File: src/rtl/turn_action_issuer.sv
// turn_action_issuer
//
// Turn controller for the two player FSMs. Each turn it collects one
// committed action code per player, presents both codes with an
// actionEnable strobe, waits a gap so the players can re-arm, and then
// samples both health values. When either health value reaches zero it
// latches game over and the winner until reset.
//
// Ports:
//   clk           single clock, rising edge
//   reset         synchronous, active-high
//   btn1_valid    one-cycle commit strobe, player 1
//   btn1_code     player 1 action code (kick 000 .. right2 111)
//   btn2_valid    one-cycle commit strobe, player 2
//   btn2_code     player 2 action code
//   health1/2     current player health (00 = dead)
//   action1/2     registered action codes presented to the players
//   actionEnable  high for ENABLE_CYCLES cycles per turn
//   isGameOver    sticky game-over flag
//   winner        00 none, 01 player 1, 10 player 2, 11 draw
//   turn_count    completed turns, saturating at 255
module turn_action_issuer #(
    parameter int TURN_TIMEOUT  = 1000,
    parameter int ENABLE_CYCLES = 4,
    parameter int GAP_CYCLES    = 2
) (
    input  logic       clk,
    input  logic       reset,
    input  logic       btn1_valid,
    input  logic [2:0] btn1_code,
    input  logic       btn2_valid,
    input  logic [2:0] btn2_code,
    input  logic [1:0] health1,
    input  logic [1:0] health2,
    output logic [2:0] action1,
    output logic [2:0] action2,
    output logic       actionEnable,
    output logic       isGameOver,
    output logic [1:0] winner,
    output logic [7:0] turn_count
);

    localparam logic [2:0] CODE_AWAIT = 3'b010;
    localparam int TW = (TURN_TIMEOUT  > 1) ? $clog2(TURN_TIMEOUT)  : 1;
    localparam int EW = (ENABLE_CYCLES > 1) ? $clog2(ENABLE_CYCLES) : 1;
    localparam int GW = (GAP_CYCLES    > 1) ? $clog2(GAP_CYCLES)    : 1;

    typedef enum logic [1:0] {
        S_COLLECT = 2'd0,
        S_ISSUE   = 2'd1,
        S_GAP     = 2'd2,
        S_OVER    = 2'd3
    } state_t;

    state_t         state_reg, state_next;
    logic           commit1_reg, commit2_reg;
    logic [2:0]     code1_reg, code2_reg;
    logic [TW-1:0]  tcnt_reg;
    logic [EW-1:0]  ecnt_reg;
    logic [GW-1:0]  gcnt_reg;
    logic [2:0]     action1_reg, action2_reg;
    logic           enable_reg, over_reg;
    logic [1:0]     winner_reg;
    logic [7:0]     turn_count_reg;

    logic           take1, take2;
    logic           both_committed, timeout_hit, enable_last, gap_last;
    logic           health1_dead, health2_dead;
    logic [2:0]     issue_code1, issue_code2;

    always_comb begin
        take1 = (state_reg == S_COLLECT) && btn1_valid && !commit1_reg;
        take2 = (state_reg == S_COLLECT) && btn2_valid && !commit2_reg;
        // A strobe in the exit cycle counts, so commits are merged with the
        // live strobes before deciding and before choosing the issued code.
        both_committed = (commit1_reg || take1) && (commit2_reg || take2);
        issue_code1 = commit1_reg ? code1_reg : (take1 ? btn1_code : CODE_AWAIT);
        issue_code2 = commit2_reg ? code2_reg : (take2 ? btn2_code : CODE_AWAIT);
        timeout_hit  = (tcnt_reg == TW'(TURN_TIMEOUT - 1));
        enable_last  = (ecnt_reg == EW'(ENABLE_CYCLES - 1));
        gap_last     = (gcnt_reg == GW'(GAP_CYCLES - 1));
        health1_dead = (health1 == 2'b00);
        health2_dead = (health2 == 2'b00);
    end

    always_comb begin
        state_next = state_reg;
        case (state_reg)
            S_COLLECT: if (both_committed || timeout_hit) state_next = S_ISSUE;
            S_ISSUE:   if (enable_last) state_next = S_GAP;
            S_GAP: begin
                if (gap_last) begin
                    state_next = (health1_dead || health2_dead) ? S_OVER : S_COLLECT;
                end
            end
            S_OVER:    state_next = S_OVER;
            default:   state_next = S_COLLECT;
        endcase
    end

    always_ff @(posedge clk) begin
        if (reset) begin
            state_reg <= S_COLLECT;
        end else begin
            state_reg <= state_next;
        end
    end

    always_ff @(posedge clk) begin
        if (reset) begin
            commit1_reg    <= 1'b0;
            commit2_reg    <= 1'b0;
            code1_reg      <= CODE_AWAIT;
            code2_reg      <= CODE_AWAIT;
            tcnt_reg       <= '0;
            ecnt_reg       <= '0;
            gcnt_reg       <= '0;
            action1_reg    <= CODE_AWAIT;
            action2_reg    <= CODE_AWAIT;
            enable_reg     <= 1'b0;
            over_reg       <= 1'b0;
            winner_reg     <= 2'b00;
            turn_count_reg <= 8'd0;
        end else begin
            case (state_reg)
                S_COLLECT: begin
                    if (take1) begin
                        commit1_reg <= 1'b1;
                        code1_reg   <= btn1_code;
                    end
                    if (take2) begin
                        commit2_reg <= 1'b1;
                        code2_reg   <= btn2_code;
                    end
                    tcnt_reg <= tcnt_reg + 1'b1;
                    if (state_next == S_ISSUE) begin
                        action1_reg <= issue_code1;
                        action2_reg <= issue_code2;
                        enable_reg  <= 1'b1;
                        ecnt_reg    <= '0;
                    end
                end
                S_ISSUE: begin
                    ecnt_reg <= ecnt_reg + 1'b1;
                    if (enable_last) begin
                        enable_reg <= 1'b0;
                        gcnt_reg   <= '0;
                    end
                end
                S_GAP: begin
                    gcnt_reg <= gcnt_reg + 1'b1;
                    if (gap_last) begin
                        if (health1_dead || health2_dead) begin
                            over_reg   <= 1'b1;
                            // bit 1: player 2 wins (player 1 dead); bit 0: player 1 wins
                            winner_reg <= {health1_dead, health2_dead};
                        end else begin
                            commit1_reg <= 1'b0;
                            commit2_reg <= 1'b0;
                            tcnt_reg    <= '0;
                            if (turn_count_reg != 8'hFF) begin
                                turn_count_reg <= turn_count_reg + 8'd1;
                            end
                        end
                    end
                end
                default: begin
                    // OVER: everything frozen until reset
                end
            endcase
        end
    end

    assign action1      = action1_reg;
    assign action2      = action2_reg;
    assign actionEnable = enable_reg;
    assign isGameOver   = over_reg;
    assign winner       = winner_reg;
    assign turn_count   = turn_count_reg;

endmodule

File: config.mk
export PLATFORM = sky130hd
export DESIGN_NAME = turn_action_issuer
export DESIGN_NICKNAME = d
export VERILOG_FILES = /design/src/rtl/turn_action_issuer.sv
export SDC_FILE = /design/constraint.sdc
export NUM_CORES = 1
export LEC_CHECK = 0
export BUFFER_PORTS_ARGS = -buffer_cell sky130_fd_sc_hd__buf_2
export CORE_MARGIN = 2
export CORE_UTILIZATION = 40
export CTS_BUF_LIST = sky130_fd_sc_hd__clkbuf_8
export CTS_CLUSTER_SIZE = 25
export DETAILED_ROUTE_END_ITERATION = 6
export PLACE_DENSITY_LB_ADDON = 0.05
export SETUP_SLACK_MARGIN = 0.4
export SYNTH_ARGS = -nofsm -noshare
export SYNTH_HDL_FRONTEND = slang
export SYNTH_SLANG_ARGS = --single-unit
File: constraint.sdc
create_clock -name clk -period 2 [get_ports clk]
set_input_delay 0.2 -clock clk [delete_from_list [all_inputs] [get_ports clk]]
set_output_delay 0.2 -clock clk [all_outputs]
set_load 0.05 [all_outputs]
== Word level (Yosys, flattened, before mapping) ==
Index checks and enable logic that the tools add are counted.

* Register bits after elaboration: 41
* Input port bits: 14
* Output and inout port bits: 18
* Word-level logic and storage cells: 84

* Add/sub/neg operators: 4
* Equality and inequality tests: 13
* Muxes and demuxes: 24
* Bitwise gates (word level): 1
* Reduce and logical (&&, ||, !) cells: 28

{| class="wikitable"
|+ Operator list
! kind !! number
|-
| 10-bit two-way mux || 2
|-
| 10-bit one-hot mux with 2 select lines || 1
|-
| 3-bit two-way mux || 4
|-
| 4-bit AND reduction || 3
|-
| 10-bit by 1-bit adder with 10-bit output (second input constant) || 1
|-
| 10-bit == test (second input constant) || 1
|-
| 2-bit two-way mux || 5
|-
| 2-bit != test (second input constant) || 5
|-
| 2-bit AND reduction || 5
|-
| 3-bit AND reduction || 3
|-
| 8-bit by 1-bit adder with 8-bit output (second input constant) || 1
|-
| 8-bit != test (second input constant) || 1
|-
| 1-bit one-hot mux with 2 select lines || 4
|-
| 2-bit one-hot mux with 4 select lines || 1
|-
| 2-bit == test (second input constant) || 3
|-
| 2-bit zero test || 3
|-
| 1-bit two-way mux || 6
|-
| 2-bit nonzero test || 3
|-
| 1-bit logical AND || 5
|-
| 2-bit by 1-bit == test with 1-bit output (second input constant) || 2
|-
| 1-bit logical OR || 4
|-
| 2-bit one-hot mux with 2 select lines || 1
|-
| 2-bit by 1-bit adder with 2-bit output (second input constant) || 1
|-
| 1-bit zero test || 2
|-
| other kinds (3) || 3
|}

== Depth between registers and ports, before layout ==
Gate-level depths: netlist of run 1.

* Depth in word-level cells: 11
* Gate-level depth with buffers: 6
* Mapped depth without buffers: 5

== Least setup slack after synthesis of run 1 ==
Ideal clock, no wire load.

* Path kind: flip-flop to flip-flop
* Start point: reg tcnt_reg[0]
* End point: reg ecnt_reg[1]
* Library setup time: 0.117 ns
* Data arrival time: 1.671 ns
* Required time: 1.883 ns
* Path slack: 0.211 ns
* Cell stages (with the launch flop): 6
* Path buffers: 0
* Period minus slack after synthesis: 1.789 ns
* Path through: dfxtp_1 > ha_1 > nand4_1 > o41ai_4 > o21bai_1 > a32o_1

* Word-level cells in the longest chain between the ends: 7

{| class="wikitable"
|+ RTL lines
! item !! RTL line !! source
|-
| start, declared || 58 || <nowiki>logic [TW-1:0] tcnt_reg;</nowiki>
|-
| start signal, assigned || 135 || <nowiki>tcnt_reg <= tcnt_reg + 1'b1;</nowiki>
|-
| 10-bit == test || 79 || <nowiki>timeout_hit = (tcnt_reg == TW'(TURN_TIMEOUT - 1));</nowiki>
|-
| 1-bit logical OR || 89 || <nowiki>S_COLLECT: if (both_committed || timeout_hit) state_next = S_ISSUE;</nowiki>
|-
| 2-bit two-way mux || 89 ||
|-
| 2-bit one-hot mux with 4 select lines || 88 || <nowiki>case (state_reg)</nowiki>
|-
| 2-bit by 1-bit == test with 1-bit output || 136 || <nowiki>if (state_next == S_ISSUE) begin</nowiki>
|-
| 2-bit by 1-bit != test with 1-bit output (no source line) || n/a ||
|-
| 2-bit AND reduction (no source line) || n/a ||
|-
| end signal, assigned || 144 || <nowiki>ecnt_reg <= ecnt_reg + 1'b1;</nowiki>
|-
| end, declared || 59 || <nowiki>logic [EW-1:0] ecnt_reg;</nowiki>
|}

No other way between the ends.
A chain may end at the register's enable or synchronous reset.

== Worst setup path after layout of run 1 ==
* Start point: reg tcnt_reg[1]
* End point: reg action1_reg[0] (netlist: action1[0])

* Word-level cells in the longest chain between the ends: 6

{| class="wikitable"
|+ RTL lines
! item !! RTL line !! source
|-
| 10-bit == test || 79 ||
|-
| 1-bit logical OR || 89 ||
|-
| 2-bit two-way mux || 89 ||
|-
| 2-bit one-hot mux with 4 select lines || 88 ||
|-
| 2-bit by 1-bit == test with 1-bit output || 136 ||
|-
| 2-bit AND reduction (no source line) || n/a ||
|-
| end signal, assigned || 137 || <nowiki>action1_reg <= issue_code1;</nowiki>
|-
| end, declared || 61 || <nowiki>logic [2:0] action1_reg, action2_reg;</nowiki>
|}

No other way between the ends.

==> impl_metrics.env, run 1 <==
export IMPL_status="finished clean"
export IMPL_fin_crit_sh_pct=79.79
export IMPL_drive_above_1_share_pct=36.43
export IMPL_timing_fmax_mhz=626.7
export IMPL_io_buffers=31
export IMPL_synth_seq_cells=41
export IMPL_tightest_slew_ns=0.4129
export IMPL_cts_tree="yes"
export IMPL_critPathMaxStageDelay_ns=0.36
export IMPL_start_kind="register"
export IMPL_ys_seq_area_share_pct=44.38
export IMPL_setup_tns_final_ns=0
export IMPL_die_y_um=72.00
export IMPL_clock_skew_ns=0.01029
export IMPL_yosysTopAreaCellShare_pct=44.38
export IMPL_pwr_share_comb_pct=18.9
export IMPL_grt_overflow_total=0
export IMPL_core_area_sq_um=4414
export IMPL_largest_reg_flops=10
export IMPL_power_frac_seq_pct=48.1
export IMPL_worstPathCellList="ha_4, nand4_1, buf_4, o41ai_4, buf_6, a21oi_2, a311oi_2"
export IMPL_p_sw_share_pct=29.15
export IMPL_drt_vias_per_instance=5.648
export IMPL_initial_core_util_pct=41.89
export IMPL_floorplan_die_area_sq_um=5183
export IMPL_synth_nets=226
export IMPL_clkSinkCount=41
export IMPL_rows=24
export IMPL_cts_max_path_buffers=2
export IMPL_slew_headroom_pct=72.41
export IMPL_insertion_delay_ns=0.30
export IMPL_cp_slowest_cell="dfxtp_2"
export IMPL_place_congestion=0.7821
export IMPL_regArea_sq_um=835.8
export IMPL_die_x_um=72.00
export IMPL_ys_warn_count=0
export IMPL_first_pass_iters=4
export IMPL_grt_pass1_wl_um=7217
export IMPL_place_hpwl_um=3098
export IMPL_multiInputGateArea_sq_um=1046
export IMPL_rsz0062_at_grt="yes"
export IMPL_io_pins=32
export IMPL_power_switching_mw=0.5407
export IMPL_numCtsBuffers=5
export IMPL_drv_cap=0
export IMPL_post_route_drc_count=0
export IMPL_synth_avg_cell_area_sq_um=8.848
export IMPL_cp_arrival_ns=1.80
export IMPL_syn_inst=209
export IMPL_end_kind="register"
export IMPL_finalCriticalPeriod_ns=1.596
export IMPL_antenna_cells=0
export IMPL_htreeDepth=2
export IMPL_grt_max_degree=27
export IMPL_required_ns=2.21
export IMPL_filler_cell_count=419
export IMPL_wl_per_cell_um=14.92
export IMPL_area_growth_pct=29.50
export IMPL_ys_top_cells_by_area="dfxtp_1 44%, a21oi_1 7.0%, o31ai_1 3.7%"
export IMPL_final_nets=274
export IMPL_min_path_type="input port to register"
export IMPL_synthDistinctLibCells=45
export IMPL_hold_violations=0
export IMPL_slew_viol_final=0
export IMPL_fin_hold_ws_ns=0.1337
export IMPL_ant_nets=0
export IMPL_drt_iter0_markers=58
export IMPL_antenna_found_initial=0
export IMPL_synth_top_area_cell="dfxtp_1"
export IMPL_grt_usage_pct=17.62
export IMPL_grt_pass1_vias=1622
export IMPL_mappedNetlistArea_sq_um=1849
export IMPL_via_count=1751
export IMPL_p_int_mw=1.314
export IMPL_p_leak_nw=0.9213
export IMPL_vdd_ir_drop_max_uv=454.1
export IMPL_path_clk_slew_ns=0.09
export IMPL_power_density_nw_per_um2=774.7
export IMPL_wl_um=4624
export IMPL_critPathKind="register to register"
export IMPL_crit_fanout=7
export IMPL_setup_violations=0
export IMPL_p_clk_share_pct=32.9
export IMPL_clockRootBuffer="clkbuf_8"
## through the flow
stage | worst slack, ns | utilization (%) | std cells | area (sq um) | power [mW]
floorplan | 0.3851 | - | 209 | 1869 | 1.122
global placement | 0.3383 | 47.51 | 288 | 2097 | 1.193
detailed placement | 0.2871 | 47.51 | 288 | 2097 | 1.203
CTS | 0.3650 | 51.93 | 303 | 2292 | 1.838
global route | 0.3279 | 54.25 | 310 | 2395 | 1.931
finish | 0.4042 | 54.25 | 310 | 2395 | 1.855
## power by group through the flow
stage	clock network, mW	registers (mW)	logic [mW]
2_1_floorplan	0	0.967	0.155
3_3_place_gp	0	0.914	0.279
4_1_cts	0.620	0.898	0.319
3_5_place_dp	0	0.916	0.287
5_1_grt	0.649	0.899	0.382
6_report	0.611	0.893	0.351
## cells in the mapped netlist
cell type / count
nor3_1: 2
mux2i_1: 6
or4_1: 7
a211oi_1: 1
o221ai_1: 1
ha_1: 3
and3_1: 2
a311oi_1: 4
nand2_1: 14
nor2b_1: 3
or3_1: 7
o311ai_0: 1
o211ai_1: 2
nor3b_1: 1
xnor2_1: 1
nor2_1: 14
nand3b_1: 1
and4_1: 1
o2bb2ai_1: 2
o41ai_1: 1
o22a_1: 1
buf_1: 1
nand2b_1: 1
clkbuf_1: 9
or2_2: 1
dfxtp_1: 41
inv_1: 10
a21o_1: 1
nand4_1: 4
o31ai_1: 9
o21ai_0: 10
o41ai_4: 1
a31o_2: 1
or3_4: 1
or3b_2: 1
and3b_1: 1
o41a_1: 1
nand3_1: 4
nand3_2: 1
a32o_1: 1
a21oi_1: 26
o21bai_1: 1
o22ai_1: 2
a22oi_1: 5
clkinv_1: 1
## layer usage
layer | wire, um | track usage (%) | up-vias
met1 | 2074 | 20.47 | 833
met5 | 0 | 0 | -
met3 | 199 | 5.694 | 2
met2 | 2330 | 31.07 | 34
li1 | - | - | 882
met4 | 21 | 5.031 | 0
## cell families (layout without fill, tap and decap cells)
group           Yosys count  in the layout  share of synthesized area (%)
flops                    41             41                          44.38
buf+inv                  21             69                          4.262
fa+ha+maj                 3              3                          2.030
compound gates           71             72                          25.98
simple gates             66             66                          19.62
mux                       6              6                          3.248
xor+xnor                  1              1                         0.4737
## worst max-delay path: cells and delay by family, from the launching register on
family | cells | cell delay, ns
AO/OA/AOI/OAI | 3 | 0.51
flip-flops | 1 | 0.36
buffers and inverters | 2 | 0.36
adder cells (fa/ha/maj) | 1 | 0.13
AND/OR/NAND/NOR | 1 | 0.13
## what timing repair did
| action | in CTS | in global routing |
|---|---|---|
| hold buffers | 0 | 0 |
| pin swaps | 16 | 8 |
| endpoints found under the setup margin | 21 | 22 |
| gates cloned | 0 | 1 |
| setup buffers | 7 | 6 |
| resized for setup | 16 | 13 |
## area by class of cell
class                   count  area share (%)
multi-input cells         148           43.68
inverters                  11           1.724
flip-flops and latches     41           34.90
clock inverters             1          0.2090
clock buffers               7           4.023
well taps                  52           2.717
repair buffers             50           12.75
## final timing paths
path	from	endpoint	slack, ns	cells past startpoint
setup / recovery	tcnt_reg[1]	action1[0]	0.40	7
hold reg to reg	winner[0]	winner[0]	0.46	2
setup reg to reg	tcnt_reg[1]	action1[0]	0.40	7
hold / removal	btn1_code[1]	code1_reg[1]	0.13	3
## cells in the final DEF (no fill, tap or decap), types with 9 or more instances in the layout
master / Yosys / final
a21oi_1: 26 / 23
buf_2: 0 / 31
buf_4: 0 / 17
dfxtp_1: 41 / 31
dfxtp_2: 0 / 9
inv_1: 10 / 10
nand2_1: 14 / 12
nor2_1: 14 / 12
o21ai_0: 10 / 9
o31ai_1: 9 / 9
Note: power is estimated with default switching activity, not from simulation.
==> inputs of run 2 (changes only) <==
==> constraint.sdc (replaced) <==
create_clock -name clk -period 1.45 [get_ports clk]
set_input_delay 0.145 -clock clk [delete_from_list [all_inputs] [get_ports clk]]
set_output_delay 0.145 -clock clk [all_outputs]
set_load 0.05 [all_outputs]
==> impl_metrics.env, run 2 (same netlist as run 1, synthesis figures left out) <==
export IMPL_p_clk_share_pct=28.4
export IMPL_fin_ws_ns=-0.1563
export IMPL_hold_violations=0
export IMPL_clock_skew_ns=0.005006
export IMPL_r2r_end="action2[2]"
export IMPL_p_sw_share_pct=29.04
export IMPL_power_density_nw_per_um2=847.3
export IMPL_grt_pass1_wl_um=8825
export IMPL_pwr_share_comb_pct=24.1
export IMPL_first_pass_iters=4
export IMPL_drive_above_1_share_pct=57.64
export IMPL_reg2reg_from="tcnt_reg[1]"
export IMPL_antenna_found_initial=0
export IMPL_tightest_slew_ns=0.5771
export IMPL_grt_usage_pct=21.21
export IMPL_final_cell_mix="35 x buf_4, 24 x dfxtp_1, 19 x buf_6, 16 x buf_2, 15 x a21oi_2"
export IMPL_rows=24
export IMPL_grt_pass1_vias=1984
export IMPL_slew_headroom_pct=61.29
export IMPL_hold_depth=3
export IMPL_htreeDepth=2
export IMPL_cts_max_path_buffers=2
export IMPL_slew_viol_final=0
export IMPL_place_hpwl_um=3436
export IMPL_cp_slowest_cell="dfxtp_4"
export IMPL_critPathKind="register to register"
export IMPL_violations="negative setup slack"
export IMPL_via_count=1904
export IMPL_vdd_ir_drop_max_uv=623.6
export IMPL_required_ns=1.64
export IMPL_fin_util_pct=68.51
export IMPL_end_kind="register"
export IMPL_clkSinkCount=41
export IMPL_finalCriticalPeriod_ns=1.606
export IMPL_largest_reg_flops=10
export IMPL_power_frac_seq_pct=47.5
export IMPL_p_int_mw=1.818
export IMPL_final_common_cell="buf_4"
export IMPL_cts_tree="yes"
export IMPL_rr_worst_depth=7
export IMPL_cp_arrival_ns=1.80
export IMPL_ant_nets=0
export IMPL_wl_um=5478
export IMPL_timing_fmax_mhz=622.6
export IMPL_area_growth_pct=63.53
export IMPL_power_switching_mw=0.7441
export IMPL_grt_overflow_total=0
export IMPL_core_area_sq_um=4414
export IMPL_p_leak_nw=1.149
export IMPL_fin_crit_sh_pct=110.8
export IMPL_cpLargestDelayFamily="compound AO/OA/AOI/OAI gates"
export IMPL_die_x_um=72.00
export IMPL_wl_per_cell_um=16.11
export IMPL_drt_iter0_markers=69
export IMPL_antenna_cells=0
export IMPL_setup_violations=17
export IMPL_crit_fanout=6
export IMPL_hold_end="code2_reg[1]"
export IMPL_status="finished with violations"
export IMPL_start_kind="register"
export IMPL_post_route_drc_count=0
export IMPL_drv_cap=0
export IMPL_floorplan_die_area_sq_um=5183
export IMPL_worst_path_buf_inv=2
export IMPL_insertion_delay_ns=0.28
export IMPL_grt_max_degree=18
export IMPL_rsz0062_at_grt="yes"
export IMPL_critPathMaxStageDelay_ns=0.37
export IMPL_initial_core_util_pct=41.89
export IMPL_die_y_um=72.00
export IMPL_path_clk_slew_ns=0.07
export IMPL_r2r_slack_ns=-0.16
export IMPL_place_congestion=0.7372
export IMPL_final_nets=305
export IMPL_fin_hold_ws_ns=0.09881
export IMPL_drt_vias_per_instance=5.600
export IMPL_io_buffers=31
export IMPL_min_path_type="input port to register"
export IMPL_numCtsBuffers=5
export IMPL_min_from="btn2_code[1]"
export IMPL_io_pins=32
export IMPL_clockRootBuffer="clkbuf_8"
export IMPL_worstPathCellList="ha_4, nand4_1, o41ai_4, buf_6, buf_4, a21oi_2, a311oi_1"
[run 2: cell types whose count changed in the layout (fill, tap and decap cells not counted), sizes merged]
cell    before  now
clkinv       2    1
inv         10   11
clkbuf       7   12
buf         50   74
nand2       14   15
[run 2: metrics by stage]
stage	instances	power [mW]	setup TNS (ns)	cell area (sq um)	worst slack [ns]
2_1_floorplan	209	1.569	-0.7088	1993	-0.1258
3_3_place_gp	309	1.687	-0.4313	2325	-0.07081
3_5_place_dp	309	1.700	-1.053	2325	-0.1456
4_1_cts	331	2.537	-1.042	2766	-0.1444
5_1_grt	340	2.679	-2.728	3024	-0.2361
6_report	340	2.563	-1.257	3024	-0.1563
[run 2: layer usage]
| layer | wire (um) | up-vias | track usage (%) |
|---|---|---|---|
| met1 | 2334 | 916 | 25.04 |
| met5 | 0 | - | 0 |
| li1 | - | 946 | - |
| met4 | 79 | 0 | 7.338 |
| met2 | 2913 | 35 | 38.27 |
| met3 | 150 | 7 | 4.167 |
[run 2: area by class of cell]
cell class	instances	area, sq um
Timing Repair Buffer	80	661.9
Sequential cell	41	869.6
Clock buffer	6	82.58
Multi-Input combinational cell	149	1300
Fill cell	337	1390
Inverter	11	41.29
Clock inverter	1	3.754
Tap cell	52	65.06
[run 2: power groups by stage]
stage / Combinational (mW) / Clock, mW / Sequential [mW]
after floorplan: 0.246 / 0 / 1.32
after global placement: 0.444 / 0 / 1.24
after detailed placement: 0.455 / 0 / 1.24
after CTS: 0.556 / 0.762 / 1.22
after global routing: 0.661 / 0.795 / 1.22
final: 0.618 / 0.728 / 1.22
[run 2: worst max path at each step]
stage	to	slack [ns]	cells past startpoint	start
2_1_floorplan	ecnt_reg[1]	-0.13	5	tcnt_reg[1]
3_3_place_gp	action2[0]	-0.07	6	tcnt_reg[1]
3_5_place_dp	action1[0]	-0.15	6	tcnt_reg[1]
4_1_cts	action1[0]	-0.14	6	tcnt_reg[1]
5_1_grt	action2[2]	-0.24	7	tcnt_reg[1]
6_report	action2[2]	-0.16	7	tcnt_reg[1]
[run 2: worst reg2reg max path: cells and delay by family (launching register included)]
kind / cells / cell delay, ns
AOI/OAI and AO/OA: 3 / 0.54
adders and majority gates: 1 / 0.13
DFF: 1 / 0.37
buffers and inverters: 2 / 0.29
and+or+nand+nor: 1 / 0.19
[run 2: what timing repair did]
action | 4_1_cts | 5_1_grt
endpoints found under the hold margin | 0 | 0
endpoints found under the setup margin | 49 | 49
hold buffers | 0 | 0
gates cloned | 3 | 0
gates resized for setup | 70 | 50
pin swaps | 32 | 21
setup buffers | 12 | 9
==> inputs of run 3 (changes only) <==
==> constraint.sdc (replaced) <==
create_clock -name clk -period 1.7 [get_ports clk]
set_input_delay 0.17 -clock clk [delete_from_list [all_inputs] [get_ports clk]]
set_output_delay 0.17 -clock clk [all_outputs]
set_load 0.05 [all_outputs]
==> impl_metrics.env, run 3 (same netlist as run 1, synthesis figures left out) <==
export IMPL_first_pass_iters=4
export IMPL_r2r_slack_ns=0.09
export IMPL_grt_usage_pct=19.85
export IMPL_p_sw_share_pct=27.96
export IMPL_post_route_drc_count=0
export IMPL_rr_worst_depth=6
export IMPL_p_leak_nw=1.089
export IMPL_slew_viol_final=0
export IMPL_fin_crit_sh_pct=94.88
export IMPL_cp_slowest_cell="dfxtp_4"
export IMPL_final_nets=298
export IMPL_crit_fanout=7
export IMPL_clkSinkCount=41
export IMPL_drive_above_1_share_pct=51.42
export IMPL_finish_instance_area_sq_um=2844
export IMPL_fin_util_pct=64.43
export IMPL_via_count=1909
export IMPL_hold_violations=0
export IMPL_rsz0062_at_grt="yes"
export IMPL_dpl_cell_area_sq_um=2152
export IMPL_start_kind="register"
export IMPL_dp_slack_ns=0.06049
export IMPL_numCtsBuffers=5
export IMPL_place_congestion=0.7776
export IMPL_power_density_nw_per_um2=810.8
export IMPL_critPathKind="register to register"
export IMPL_io_pins=32
export IMPL_status="finished clean"
export IMPL_worstPathCellList="ha_4, nand4_1, o41ai_4, buf_6, a21oi_2, a311oi_1"
export IMPL_r2r_end="action2[2]"
export IMPL_die_y_um=72.00
export IMPL_initial_core_util_pct=41.89
export IMPL_largest_reg_flops=10
export IMPL_floorplan_die_area_sq_um=5183
export IMPL_cp_arrival_ns=1.81
export IMPL_hold_depth=3
export IMPL_core_area_sq_um=4414
export IMPL_grt_pass1_wl_um=8059
export IMPL_setup_violations=0
export IMPL_path_clk_slew_ns=0.08
export IMPL_pwr_share_comb_pct=19.8
export IMPL_final_common_cell="buf_4"
export IMPL_wl_um=5202
export IMPL_insertion_delay_ns=0.29
export IMPL_antenna_cells=0
export IMPL_place_hpwl_um=3240
export IMPL_clock_skew_ns=0.006940
export IMPL_power_frac_seq_pct=45.2
export IMPL_rows=24
export IMPL_power_switching_mw=0.6447
export IMPL_io_buffers=31
export IMPL_end_kind="register"
export IMPL_final_cell_mix="32 x buf_4, 31 x buf_2, 24 x dfxtp_1, 14 x a21oi_2"
export IMPL_die_x_um=72.00
export IMPL_timing_fmax_mhz=620.0
export IMPL_antenna_found_initial=0
export IMPL_cts_tree="yes"
export IMPL_setup_tns_final_ns=0
export IMPL_ant_nets=0
export IMPL_hold_end="code1_reg[1]"
export IMPL_drt_iter0_markers=72
export IMPL_slew_headroom_pct=72.94
export IMPL_grt_overflow_total=0
export IMPL_grt_max_degree=27
export IMPL_cts_hold_buffers=0
export IMPL_finalCriticalPeriod_ns=1.613
export IMPL_drv_cap=0
export IMPL_reg2reg_from="tcnt_reg[1]"
export IMPL_vdd_ir_drop_max_uv=475.5
export IMPL_grt_pass1_vias=1823
export IMPL_drt_vias_per_instance=5.716
export IMPL_critPathMaxStageDelay_ns=0.38
export IMPL_wl_per_cell_um=15.57
export IMPL_min_from="btn1_code[1]"
export IMPL_min_path_type="input port to register"
export IMPL_p_int_mw=1.661
export IMPL_cts_max_path_buffers=2
export IMPL_required_ns=1.89
export IMPL_p_clk_share_pct=34.9
export IMPL_htreeDepth=2
export IMPL_clockRootBuffer="clkbuf_8"
export IMPL_fin_ws_ns=0.08709
export IMPL_area_growth_pct=53.79
export IMPL_tightest_slew_ns=0.4034
==> run 3: stage by stage <==
stage                     hold slack (ns)  std cells  total power [mW]
final                              0.1097        334             2.306
after detailed placement           0.4073        289             1.414
after global placement             0.4014        289             1.402
after global routing               0.1080        334             2.402
after CTS                          0.1036        326             2.288
after floorplan                    0.2985        209             1.320
==> run 3: power groups by stage <==
stage	Clock, mW	Combinational, mW	Sequential, mW
global placement	0	0.335	1.07
detailed placement	0	0.345	1.07
finish	0.806	0.457	1.04
global route	0.863	0.492	1.05
CTS	0.827	0.415	1.05
floorplan	0	0.189	1.13
==> run 3: worst max path at each step <==
stage,slack (ns),startpoint,cells after the start,to
floorplan,0.12,tcnt_reg[1],5,ecnt_reg[1]
global placement,0.09,tcnt_reg[2],4,tcnt_reg[9]
detailed placement,0.06,tcnt_reg[2],4,tcnt_reg[9]
CTS,0.12,tcnt_reg[1],6,action2[2]
global route,0.007,tcnt_reg[1],6,action2[2]
finish,0.09,tcnt_reg[1],6,action2[2]
==> run 3: layout make-up <==
type | instances | area [sq um]
fill | 364 | 1570
inverter | 11 | 41.29
clock buffer | 6 | 82.58
multi-input combinational | 147 | 1215
clock inverter | 2 | 33.78
sequential | 41 | 872.1
timing repair buffer | 75 | 534.3
tap | 52 | 65.06
==> run 3: layer usage <==
metal | up-vias | wire [um] | GRT usage [%]
met5 | - | 0 | 0
met4 | 0 | 36 | 7.547
met3 | 4 | 220 | 4.583
met2 | 42 | 2732 | 34.98
met1 | 932 | 2212 | 23.42
li1 | 931 | - | -
==> run 3: worst max-delay path: cells and delay by family (launching register included) <==
family                   cells  cell delay (ns)
AO/OA/AOI/OAI                3             0.62
adder cells (fa/ha/maj)      1             0.13
flip-flops                   1             0.38
AND/OR/NAND/NOR              1             0.19
buffers and inverters        1             0.19
==> run 3: repair_timing <==
item	4_1_cts	5_1_grt
endpoints found under the setup margin	33	34
buffers inserted	28	8
pin swaps	25	17
resized for setup	45	37
gates cloned	1	0
